<file path="config.mk">
export PLATFORM = sky130hd
export DESIGN_NAME = bcd_preset_entry
export DESIGN_NICKNAME = d
export VERILOG_FILES = /design/src/rtl/bcd_preset_entry.sv
export SDC_FILE = /design/constraint.sdc
export NUM_CORES = 1
export LEC_CHECK = 0
export ABC_CLOCK_PERIOD_IN_PS = 2000
export CORE_UTILIZATION = 30
export DETAILED_ROUTE_END_ITERATION = 10
export DONT_BUFFER_PORTS = 1
export PLACE_DENSITY = 0.53
export SLEW_MARGIN = 30
export SYNTH_ARGS = -nofsm -noshare
export SYNTH_HDL_FRONTEND = slang
export SYNTH_SLANG_ARGS = --single-unit
</file>
<file path="constraint.sdc">
create_clock -name CLOCK_50 -period 2 [get_ports CLOCK_50]
set_input_delay 0.4 -clock CLOCK_50 [delete_from_list [all_inputs] [get_ports CLOCK_50]]
set_output_delay 0.4 -clock CLOCK_50 [all_outputs]
set_load 0.01 [all_outputs]
</file>
<file path="src/rtl/bcd_preset_entry.sv">
// ---------------------------------------------------------------------------
// bcd_preset_entry : key debounce + two-digit BCD preset editor / run control
// Rev 1.0
// ---------------------------------------------------------------------------
`timescale 1ns/1ps
`default_nettype none

module bcd_preset_entry #(
   parameter int DEBOUNCE_CYCLES = 1000000,
   parameter int BLINK_CYCLES    = 12500000
) (
   input  logic       CLOCK_50,
   input  logic       reset,
   input  logic       key_sel_n,
   input  logic       key_inc_n,
   input  logic       key_run_n,
   output logic [3:0] preset0,
   output logic [3:0] preset1,
   output logic       load,
   output logic       enable,
   output logic [1:0] blank,
   output logic       editing_tens
);

   localparam int c_DEB_W = (DEBOUNCE_CYCLES > 2) ? $clog2(DEBOUNCE_CYCLES) : 1;
   localparam int c_BLK_W = (BLINK_CYCLES > 2) ? $clog2(BLINK_CYCLES) : 1;
   localparam logic [c_DEB_W-1:0] c_DEB_MAX = c_DEB_W'(DEBOUNCE_CYCLES - 1);
   localparam logic [c_BLK_W-1:0] c_BLK_MAX = c_BLK_W'(BLINK_CYCLES - 1);

   localparam int c_KEY_SEL = 0;
   localparam int c_KEY_INC = 1;
   localparam int c_KEY_RUN = 2;

   localparam logic [1:0] c_EDIT_UNITS = 2'd0;
   localparam logic [1:0] c_EDIT_TENS  = 2'd1;
   localparam logic [1:0] c_RUN        = 2'd2;

   logic [2:0] w_key_n;
   logic [2:0] w_press;

   assign w_key_n = {key_run_n, key_inc_n, key_sel_n};

   // Each key: 2-FF synchroniser, hold-time filter, falling-edge press detect.
   genvar gi;
   generate
      for (gi = 0; gi < 3; gi++) begin : g_deb
         logic               r_sync1;
         logic               r_sync2;
         logic               r_stable;
         logic               r_stable_d;
         logic [c_DEB_W-1:0] r_cnt;

         always_ff @(posedge CLOCK_50 or negedge reset) begin
            if (!reset) begin
               r_sync1    <= 1'b1;
               r_sync2    <= 1'b1;
               r_stable   <= 1'b1;
               r_stable_d <= 1'b1;
               r_cnt      <= '0;
            end else begin
               r_sync1    <= w_key_n[gi];
               r_sync2    <= r_sync1;
               r_stable_d <= r_stable;
               if (r_sync2 == r_stable) begin
                  r_cnt <= '0;
               end else if (r_cnt == c_DEB_MAX) begin
                  r_stable <= r_sync2;
                  r_cnt    <= '0;
               end else begin
                  r_cnt <= r_cnt + 1'b1;
               end
            end
         end

         assign w_press[gi] = r_stable_d & ~r_stable;
      end
   endgenerate

   logic w_ev_sel;
   logic w_ev_inc;
   logic w_ev_run;

   assign w_ev_sel = w_press[c_KEY_SEL];
   assign w_ev_inc = w_press[c_KEY_INC];
   assign w_ev_run = w_press[c_KEY_RUN];

   logic [1:0]         r_state;
   logic [1:0]         w_state_next;
   logic [3:0]         r_preset0;
   logic [3:0]         r_preset1;
   logic               r_load;
   logic [c_BLK_W-1:0] r_blink_cnt;
   logic               r_phase;
   logic               w_in_edit;
   logic               w_inc_act;
   logic               w_blink_clr;

   function automatic logic [3:0] bcd_inc(input logic [3:0] d);
      return (d >= 4'd9) ? 4'd0 : d + 4'd1;
   endfunction

   assign w_in_edit   = (r_state == c_EDIT_UNITS) || (r_state == c_EDIT_TENS);
   // run outranks sel outranks inc; losers are dropped, not queued
   assign w_inc_act   = w_in_edit & w_ev_inc & ~w_ev_sel & ~w_ev_run;
   assign w_blink_clr = ~w_in_edit | w_ev_run | w_ev_sel | w_ev_inc;

   always_ff @(posedge CLOCK_50 or negedge reset) begin
      if (!reset) begin
         r_state <= c_EDIT_UNITS;
      end else begin
         r_state <= w_state_next;
      end
   end

   always_comb begin
      w_state_next = r_state;
      case (r_state)
         c_EDIT_UNITS: begin
            if (w_ev_run)      w_state_next = c_RUN;
            else if (w_ev_sel) w_state_next = c_EDIT_TENS;
         end
         c_EDIT_TENS: begin
            if (w_ev_run)      w_state_next = c_RUN;
            else if (w_ev_sel) w_state_next = c_EDIT_UNITS;
         end
         c_RUN: begin
            if (w_ev_run)      w_state_next = c_EDIT_UNITS;
         end
         default: w_state_next = c_EDIT_UNITS;
      endcase
   end

   always_comb begin
      enable       = 1'b0;
      editing_tens = 1'b0;
      blank        = 2'b00;
      case (r_state)
         c_EDIT_UNITS: blank = {1'b0, r_phase};
         c_EDIT_TENS: begin
            blank        = {r_phase, 1'b0};
            editing_tens = 1'b1;
         end
         c_RUN:   enable = 1'b1;
         default: ;
      endcase
   end

   always_ff @(posedge CLOCK_50 or negedge reset) begin
      if (!reset) begin
         r_preset0 <= 4'd9;
         r_preset1 <= 4'd9;
         r_load    <= 1'b0;
      end else begin
         r_load <= w_in_edit & w_ev_run;
         if (w_inc_act) begin
            if (r_state == c_EDIT_TENS) r_preset1 <= bcd_inc(r_preset1);
            else                        r_preset0 <= bcd_inc(r_preset0);
         end
      end
   end

   // Restarting on every key action keeps the edited digit lit right after it changes.
   always_ff @(posedge CLOCK_50 or negedge reset) begin
      if (!reset) begin
         r_blink_cnt <= '0;
         r_phase     <= 1'b0;
      end else if (w_blink_clr) begin
         r_blink_cnt <= '0;
         r_phase     <= 1'b0;
      end else if (r_blink_cnt == c_BLK_MAX) begin
         r_blink_cnt <= '0;
         r_phase     <= ~r_phase;
      end else begin
         r_blink_cnt <= r_blink_cnt + 1'b1;
      end
   end

   assign preset0 = r_preset0;
   assign preset1 = r_preset1;
   assign load    = r_load;

endmodule

`default_nettype wire
</file>
==> results of run 1 <==
[placed cells by master, fill, tap and decap left out, types with 4 or more instances in the layout]
cell type,synthesis,routed
ha_1,10,9
or4_1,9,9
nand4_1,23,23
clkbuf_16,0,9
inv_1,22,22
dfrtp_1,92,92
buf_4,1,24
dfstp_2,16,16
and3_1,12,11
a211oi_1,10,9
o31ai_1,11,9
nor2b_1,6,6
or3_1,20,20
nand2_1,19,19
nand3_1,35,35
xnor2_1,39,39
o21ai_0,24,24
nor3_1,29,29
nor4_1,12,12
nand4b_1,5,5
a21oi_1,14,14
nor4b_1,4,4
xor2_1,18,18
nor2_1,58,58
[cell families after synthesis]
| family | synth area share |
|---|---|
| simple gates | 0.262 |
| flops | 0.509 |
| compound gates | 0.0772 |
| xor+xnor | 0.0933 |
| buf+inv | 0.0292 |
| fa+ha+maj | 0.0234 |
| mux | 0.00631 |
[power by group]
part / internal (mW) / switching (mW) / total (mW)
combinational: 0.0223 / 0.0339 / 0.0562
clock: 1.04 / 0.803 / 1.84
sequential: 2.21 / 0.0191 / 2.23
total: 3.27 / 0.856 / 4.13
[timing repair]
action,CTS,global route
hold endpoints to repair,108,108
gates resized for setup,0,3
buffers inserted,0,1
setup endpoints to repair,0,4
[stage by stage]
| stage | setup WS, ns | power [mW] |
|---|---|---|
| after global placement | 0.116 | 2.32 |
| after CTS | 0.0377 | 4.20 |
| after floorplan | 0.154 | 2.31 |
| final | 0.0675 | 4.13 |
| after global routing | -0.00438 | 4.30 |
| after detailed placement | 0.0322 | 2.33 |
[routing by layer]
metal	part of all wire	routed length [um]	global-route usage	up-vias
met1	0.48	5190	0.162	1958
met2	0.46	4970	0.202	47
met3	0.038	406	0.0374	11
met5	0	0	0	-
met4	0.015	157	0.0493	0
li1	-	-	-	1964
[final timing paths]
kind	to	cells past startpoint
max	r_blink_cnt[21]	4
min	g_deb[2].r_cnt[7]	0
max reg2reg	r_blink_cnt[21]	4
min reg2reg	g_deb[0].r_sync2	0
max in group asynchronous	preset0[0]	0
min in group CLOCK_50	g_deb[0].r_sync1	0
[flip-flops by register name, indices dropped and copies added, names as in the netlist]
signal            cells
g_deb.r_sync2         3
r_phase               1
r_state               2
load                  1
g_deb.r_stable_d      3
r_blink_cnt          24
g_deb.r_sync1         3
preset1               4
preset0               4
g_deb.r_cnt          60
g_deb.r_stable        3
[final cells by class]
| cell class | instances | area, sq um | area share |
|---|---|---|---|
| sequential | 108 | 2720 | 0.449 |
| multi-input combinational | 389 | 2490 | 0.410 |
| tap | 225 | 282 | 0.0464 |
| clock buffer | 11 | 253 | 0.0416 |
| timing repair buffer | 24 | 180 | 0.0297 |
| inverter | 22 | 82.6 | 0.0136 |
| clock inverter | 5 | 58.8 | 0.00969 |
==> metrics.md, run 1 <==
| Metric | Value |
|---|---|
| Outcome | complete, but fails checks |
| Violated checks | negative hold slack |
| CP Capture Type | flip-flop |
| Initial core utilization | 0.308 |
| Post-route ant nets | 0 |
| CTS clk-pin slew, worst paths | roughly 0.070 ns |
| First-pass GRT wire length | 18.4 mm |
| Critical path arrival | 2.19 ns |
| Num rows | 48 |
| Area Growth Syn to Fin | 13.4% |
| Synth area leader | dfrtp_1 |
| Syn avg cell area | ~10 sq um |
| Synth cell types | 47 |
| Initial antenna violation count | 0 |
| Final Hold Viols | 108 |
| Critical path, cell by cell | nand3_2, or4_4, or4_1, a211oi_1 |
| Fraction of layout cells with a size suffix above 1 | 0.129 |
| Htree depth | 3 |
| Setup-failing EPs final | 0 |
| Min cycle time layout | roughly 1.9 ns |
| Top cells by area, synth | dfrtp_1 43%, dfstp_2 7.9%, xnor2_1 6.4% |
| DRC Markers | 0 |
| Synth async-reset ratio | 1.00 |
| Worst Setup SP | r_blink_cnt[3] |
| Ports | 18 |
| Clk_lat worst skew | ~0.35 ns |
| CP max stage cell | or4_4 |
| Slew Viols, Final | 0 |
| Detailed Place HPWL | approximately 7.3 mm |
| Layout Skew | about 0.008 ns |
| Max-Cap Viols | 0 |
| Sink Count | approximately 110 |
| Die W | around 140 um |
| Final hold slack | -0.264 ns |
| Number of global-route vias before repair | 3863 |
| IR drop worst, VDD | about 410 uV |
| Largest net degree at the start of global routing | approximately 110 |
| Number of synthesized flops with an enable pin | 0 |
| Top FF cell, synth | dfrtp_1 |
| Wire per inst | between 10 and 15 um |
| Max Clk Rate | ~520 MHz |
| Core Region | approximately 17000 sq um |
| Worst Path Max Fanout | 11 |
| Overall Global Routing Usage | 0.127 |
| Slew HR | 0.640 |
| Gpl congestion | 0.765 |
| Worst setup path category | flip-flop to flip-flop |
| Vias per cell | ~5.1 |
| Via count | just under 4000 |
| Floorplan die height | ~140 um |
| Transition time at the pin with the least slew margin | approximately 0.54 ns |
| Post-route insts no fill | 784 |
| CP max stage delay | 0.61 ns |
| CTS Buffer Depth | 2 |
| Dpl cells | between 700 and 800 |
| Total grt overflow | 0 |
| Count leader, synth | dfrtp_1 |
| Tcrit/Tclk final | 0.966 |
| First-pass iteration count of the detailed router | 4 |
| Post-synth top area share | 0.430 |
| # fillers | between 1500 and 2000 |
| Mapped cell area | between 5000 and 6000 sq um |
| Initial drt markers | approximately 220 |
| Root buf cell | clkbuf_16 |
| Top cells by instance count after synthesis | 92 x dfrtp_1, 58 x nor2_1, 39 x xnor2_1, 35 x nand3_1, 29 x nor3_1 |
| Synth Warn # | 0 |
| Antenna cell count | 0 |
| TritonCTS clock tree | built |
| Hold Crit Class | input port to asynchronous set/reset pin |
| Top delay family on crit path | simple AND/OR/NAND/NOR gates |
| CP bufs+invs | 0 |
| Post-synthesis sequential area ratio | 0.509 |
| Total length of routed wires | approximately 11 mm |
| R2r startpoint | r_blink_cnt[3] |
| Static leakage | about 2.4 nW |
| Num CTS Buffers | 9 |
| Post-Syn Nets | 550 |
| Port Buffer Count | 0 |
| Nets | between 500 and 600 |
| Power per cell area | slightly below 700 nW/um^2 |
| Fin area | around 6000 sq um |
| Syn Inst Count | about 540 |
| CP startpoint kind | flip-flop |
| Fin Setup TNS | 0 ns |
| Seq cells post-synth | 108 |
| Util after Layout | 0.350 |
| Worst R2R Setup Slack | approximately 0.067 ns |
| Die area | ~18000 sq um |
| Critical Path RT | 2.26 ns |
| Post-DP Area | approximately 5700 sq um |
(Power assumes the default switching activity.)
==> run 2, diff against run 1 <==
TNS_END_PERCENT = 5   (was not set)
==> results of run 2 <==
Final layout, timing and power as in run 1 (identical DEF).
==> run 3, diff against run 2 <==
ABC_AREA = 1   (was not set)
==> run 3 against run 2 <==
Register-to-register slack gained 0.35 ns. Die area grew 9.7%. Critical path type is now flip-flop to primary output. The flow still finishes with violations (negative hold slack). Critical path depth decreased by 1. Hold slack got worse by 0.0073 ns. First-iteration DRC count is 55% higher. Clock-buffer cell count did not move. Sequential cell count unchanged.
==> metrics.md, run 3 <==
| Metric | Value |
|---|---|
| Outcome | complete, but fails checks (unchanged) |
| Violated checks | negative hold slack (unchanged) |
| Layout Skew | 0.00644 ns (was 0.00812 ns) |
| Most Crowded Layer GR | met2 (unchanged) |
| Commonest non-fill, non-tap cells in the layout | 187 x nor2_1, 169 x nand2_1, 92 x dfrtp_1 (was 92 x dfrtp_1, 58 x nor2_1, 39 x xnor2_1) |
| Post-synth top area share | 0.392 (was 0.430) |
| Post-synthesis simple-gate area fraction | 0.371 (was 0.262) |
| Total grt overflow | 0 (unchanged) |
| TritonCTS clock tree | built (unchanged) |
| Ports | 18 (unchanged) |
| Top FF cell, synth | dfrtp_1 (unchanged) |
| Number of synthesized flops with an enable pin | 0 (unchanged) |
| Adder-cell share of the synthesized area | 0.0213 (was 0.0234) |
| Floorplan die height | 142 um (was 136 um) |
| Synth async-reset ratio | 1.00 (unchanged) |
| Synth area leader | dfrtp_1 (unchanged) |
| Syn avg cell area | 7.67 sq um (was 10.0 sq um) |
| CTS Buffer Depth | 2 (unchanged) |
| R2r startpoint | g_deb[0].r_stable (was r_blink_cnt[3]) |
| CTS clk-pin slew, worst paths | 0.08 ns (was 0.07 ns) |
| Static leakage | 2.68 nW (was 2.36 nW) |
| Count leader, synth | nor2_1 (was dfrtp_1) |
| Setup-failing EPs final | 0 (unchanged) |
| Top cells by area, synth | dfrtp_1 39%, nor2_1 12%, nand2_1 11% (was dfrtp_1 43%, dfstp_2 7.9%, xnor2_1 6.4%) |
| Transition time at the pin with the least slew margin | 0.447 ns (was 0.535 ns) |
| RSZ-0062 raised after global routing | no |
| Detailed Place HPWL | 8.95 mm (was 7.30 mm) |
| Via count | 4677 (was 3980) |
| Initial antenna violation count | 0 (unchanged) |
| Max reg flops | 60 (unchanged) |
| Post-CTS setup buffers | 0 (unchanged) |
| Top cells by instance count after synthesis | 187 x nor2_1, 169 x nand2_1, 92 x dfrtp_1, 75 x inv_1, 73 x nand3_1 (was 92 x dfrtp_1, 58 x nor2_1, 39 x xnor2_1, 35 x nand3_1, 29 x nor3_1) |
| Critical Path RT | 1.60 ns (was 2.26 ns) |
| Main combinational cell family by area after synthesis | simple AND/OR/NAND/NOR gates (unchanged) |
| CP Capture Type | primary output (was flip-flop) |
| Root buf cell | clkbuf_16 (unchanged) |
| Num rows | 50 (was 48) |
| Power per cell area | 620 nW/um^2 (was 680 nW/um^2) |
| Initial drt markers | 342 (was 221) |
| M1 GR Usage | 0.186 (was 0.162) |
| RR Endpoint | r_blink_cnt[23] (was r_blink_cnt[21]) |
| GR Util met2 | 0.217 (was 0.202) |
| Post-synthesis sequential area ratio | 0.463 (was 0.509) |
| Max Clk Rate | 552 MHz (was 517 MHz) |
| Resize count post-CTS | 0 (unchanged) |
| Number of global-route vias before repair | 4486 (was 3863) |
| Overall Global Routing Usage | 0.137 (was 0.127) |
| Sink Count | 108 (unchanged) |
| Vias per cell | 4.48 (was 5.08) |
| Die W | 142 um (was 136 um) |
| Biggest regs | g_deb.r_cnt: 60 flops, r_blink_cnt: 24 flops (unchanged) |
| Critical Path End | blank[1] (was r_blink_cnt[21]) |
| CP startpoint kind | flip-flop (unchanged) |
| Antenna cell count | 0 (unchanged) |
| Nets | 794 (was 569) |
| Hold Crit Class | input port to asynchronous set/reset pin (unchanged) |
| Final hold slack | -0.271 ns (was -0.264 ns) |
| Post-Syn Nets | 782 (was 550) |
| Commonest non-fill, non-tap cell in the layout | nor2_1 (was dfrtp_1) |
| Die area | 20200 sq um (was 18400 sq um) |
| XOR/XNOR share of the synthesized area | 0.0581 (was 0.0933) |
| Post-DP Area | 6220 sq um (was 5740 sq um) |
| Max-Cap Viols | 0 (unchanged) |
| Worst setup path category | flip-flop to primary output (was flip-flop to flip-flop) |
| Seq cells post-synth | 108 (unchanged) |
| Fin Setup TNS | 0 ns (unchanged) |
| Post-synthesis mux area share | 0 (was 0.00631) |
| Initial core utilization | 0.310 (was 0.308) |
| Syn Inst Count | 767 (was 535) |
| Critical path arrival | 1.41 ns (was 2.19 ns) |
| Global-route met3 utilization | 0.0326 (was 0.0374) |
| Worst Setup SP | r_state[1] (was r_blink_cnt[3]) |
| First-pass GRT wire length | 21.9 mm (was 18.4 mm) |
| Synth cell types | 32 (was 47) |
| Mapped cell area | 5880 sq um (was 5350 sq um) |
| Htree depth | 3 (unchanged) |
| DRC Markers | 0 (unchanged) |
| First-pass iteration count of the detailed router | 5 (was 4) |
| Fraction of layout cells with a size suffix above 1 | 0.0867 (was 0.129) |
| Post-route ant nets | 0 (unchanged) |
| Worst Path Max Fanout | 7 (was 11) |
| Slew HR | 0.699 (was 0.640) |
| Tcrit/Tclk final | 0.907 (was 0.966) |
| Largest net degree at the start of global routing | 109 (unchanged) |
| Worst R2R Setup Slack | 0.42 ns (was 0.07 ns) |
| Total length of routed wires | 12.4 mm (was 10.7 mm) |
| Gpl congestion | 0.834 (was 0.765) |
| Port Buffer Count | 0 (unchanged) |
| Wire per inst | 11.9 um (was 13.7 um) |
| Clk_lat worst skew | 0.35 ns (about the same) |
| Synth Warn # | 0 (unchanged) |
| Slew Viols, Final | 0 (unchanged) |
| IR drop worst, VDD | 392 uV (was 415 uV) |
| Largest Register | g_deb.r_cnt (unchanged) |
| Fin area | 6490 sq um (was 6070 sq um) |
| Compound-Gate Fraction of Synth Area | 0.0347 (was 0.0772) |
| Core Region | 19000 sq um (was 17400 sq um) |
| Reg2Reg Depth | 7 (was 4) |
| Num CTS Buffers | 9 (unchanged) |
| Min cycle time layout | 1.81 ns (was 1.93 ns) |
| Area Growth Syn to Fin | 10.5% (was 13.4%) |
| Final Hold Viols | 108 (unchanged) |
run 3: cell count changes after synthesis, moves of 11 or more:
cell / delta
inv_1: +53
nor4_1: -12
nor2_1: +129
nor3_1: -20
xnor2_1: -27
or3_1: -20
nand3_1: +38
and3_1: -12
clkbuf_1: -11
nand2_1: +150
o31ai_1: -11
run 3: routing by layer:
metal	up-vias	wire, um
met4	0	123
met3	7	395
li1	2446	-
met2	43	5650
met5	-	0
met1	2181	6210
run 3: stage by stage:
stage | cells | power [mW] | worst slack [ns] | util
global route | 1044 | 4.21 | 0.0531 | 0.343
detailed placement | 1028 | 2.34 | 0.400 | 0.328
CTS | 1044 | 4.12 | 0.173 | 0.343
finish | 1044 | 4.02 | 0.187 | 0.343
global placement | 1028 | 2.33 | 0.453 | 0.328
floorplan | 767 | 2.31 | 0.666 | -
run 3: worst max-delay path, stage by stage, from the launching register on:
cell and delay, ns:
dfrtp_1 0.45, nor2_2 0.25, inv_1 0.13, nor2_1 0.23
run 3: worst min-delay path by stage:
stage / from / endpoint / slack (ns) / depth (start not counted)
CTS: reset / g_deb[1].r_cnt[10] / -0.29 / 0
floorplan: reset / g_deb[0].r_cnt[0] / 0.10 / 0
global route: reset / g_deb[1].r_cnt[7] / -0.30 / 0
finish: reset / g_deb[1].r_cnt[10] / -0.27 / 0
detailed placement: reset / g_deb[1].r_cnt[10] / 0.11 / 0
global placement: reset / g_deb[1].r_cnt[13] / 0.11 / 0
run 3: logic make-up (layout without fill, tap and decap cells):
kind of cell	after synthesis	in the layout
flops	108	108
fa+ha+maj	10	10
simple gates	491	491
buf+inv	80	97
compound gates	39	39
xor+xnor	39	39
run 3: layout make-up:
| cell class | instances | area [sq um] |
|---|---|---|
| Clock buffer | 11 | 233 |
| Tap cell | 260 | 325 |
| Clock inverter | 5 | 42.5 |
| Timing Repair Buffer | 5 | 37.5 |
| Multi-Input combinational cell | 579 | 2850 |
| Fill cell | 2004 | 12500 |
| Sequential cell | 108 | 2720 |
| Inverter | 76 | 285 |
run 3: where the power goes:
| part | total, mW | internal [mW] | switching [mW] |
|---|---|---|---|
| Sequential | 2.22 | 2.21 | 0.0160 |
| Clock | 1.73 | 0.866 | 0.867 |
| Combinational | 0.0670 | 0.0258 | 0.0411 |
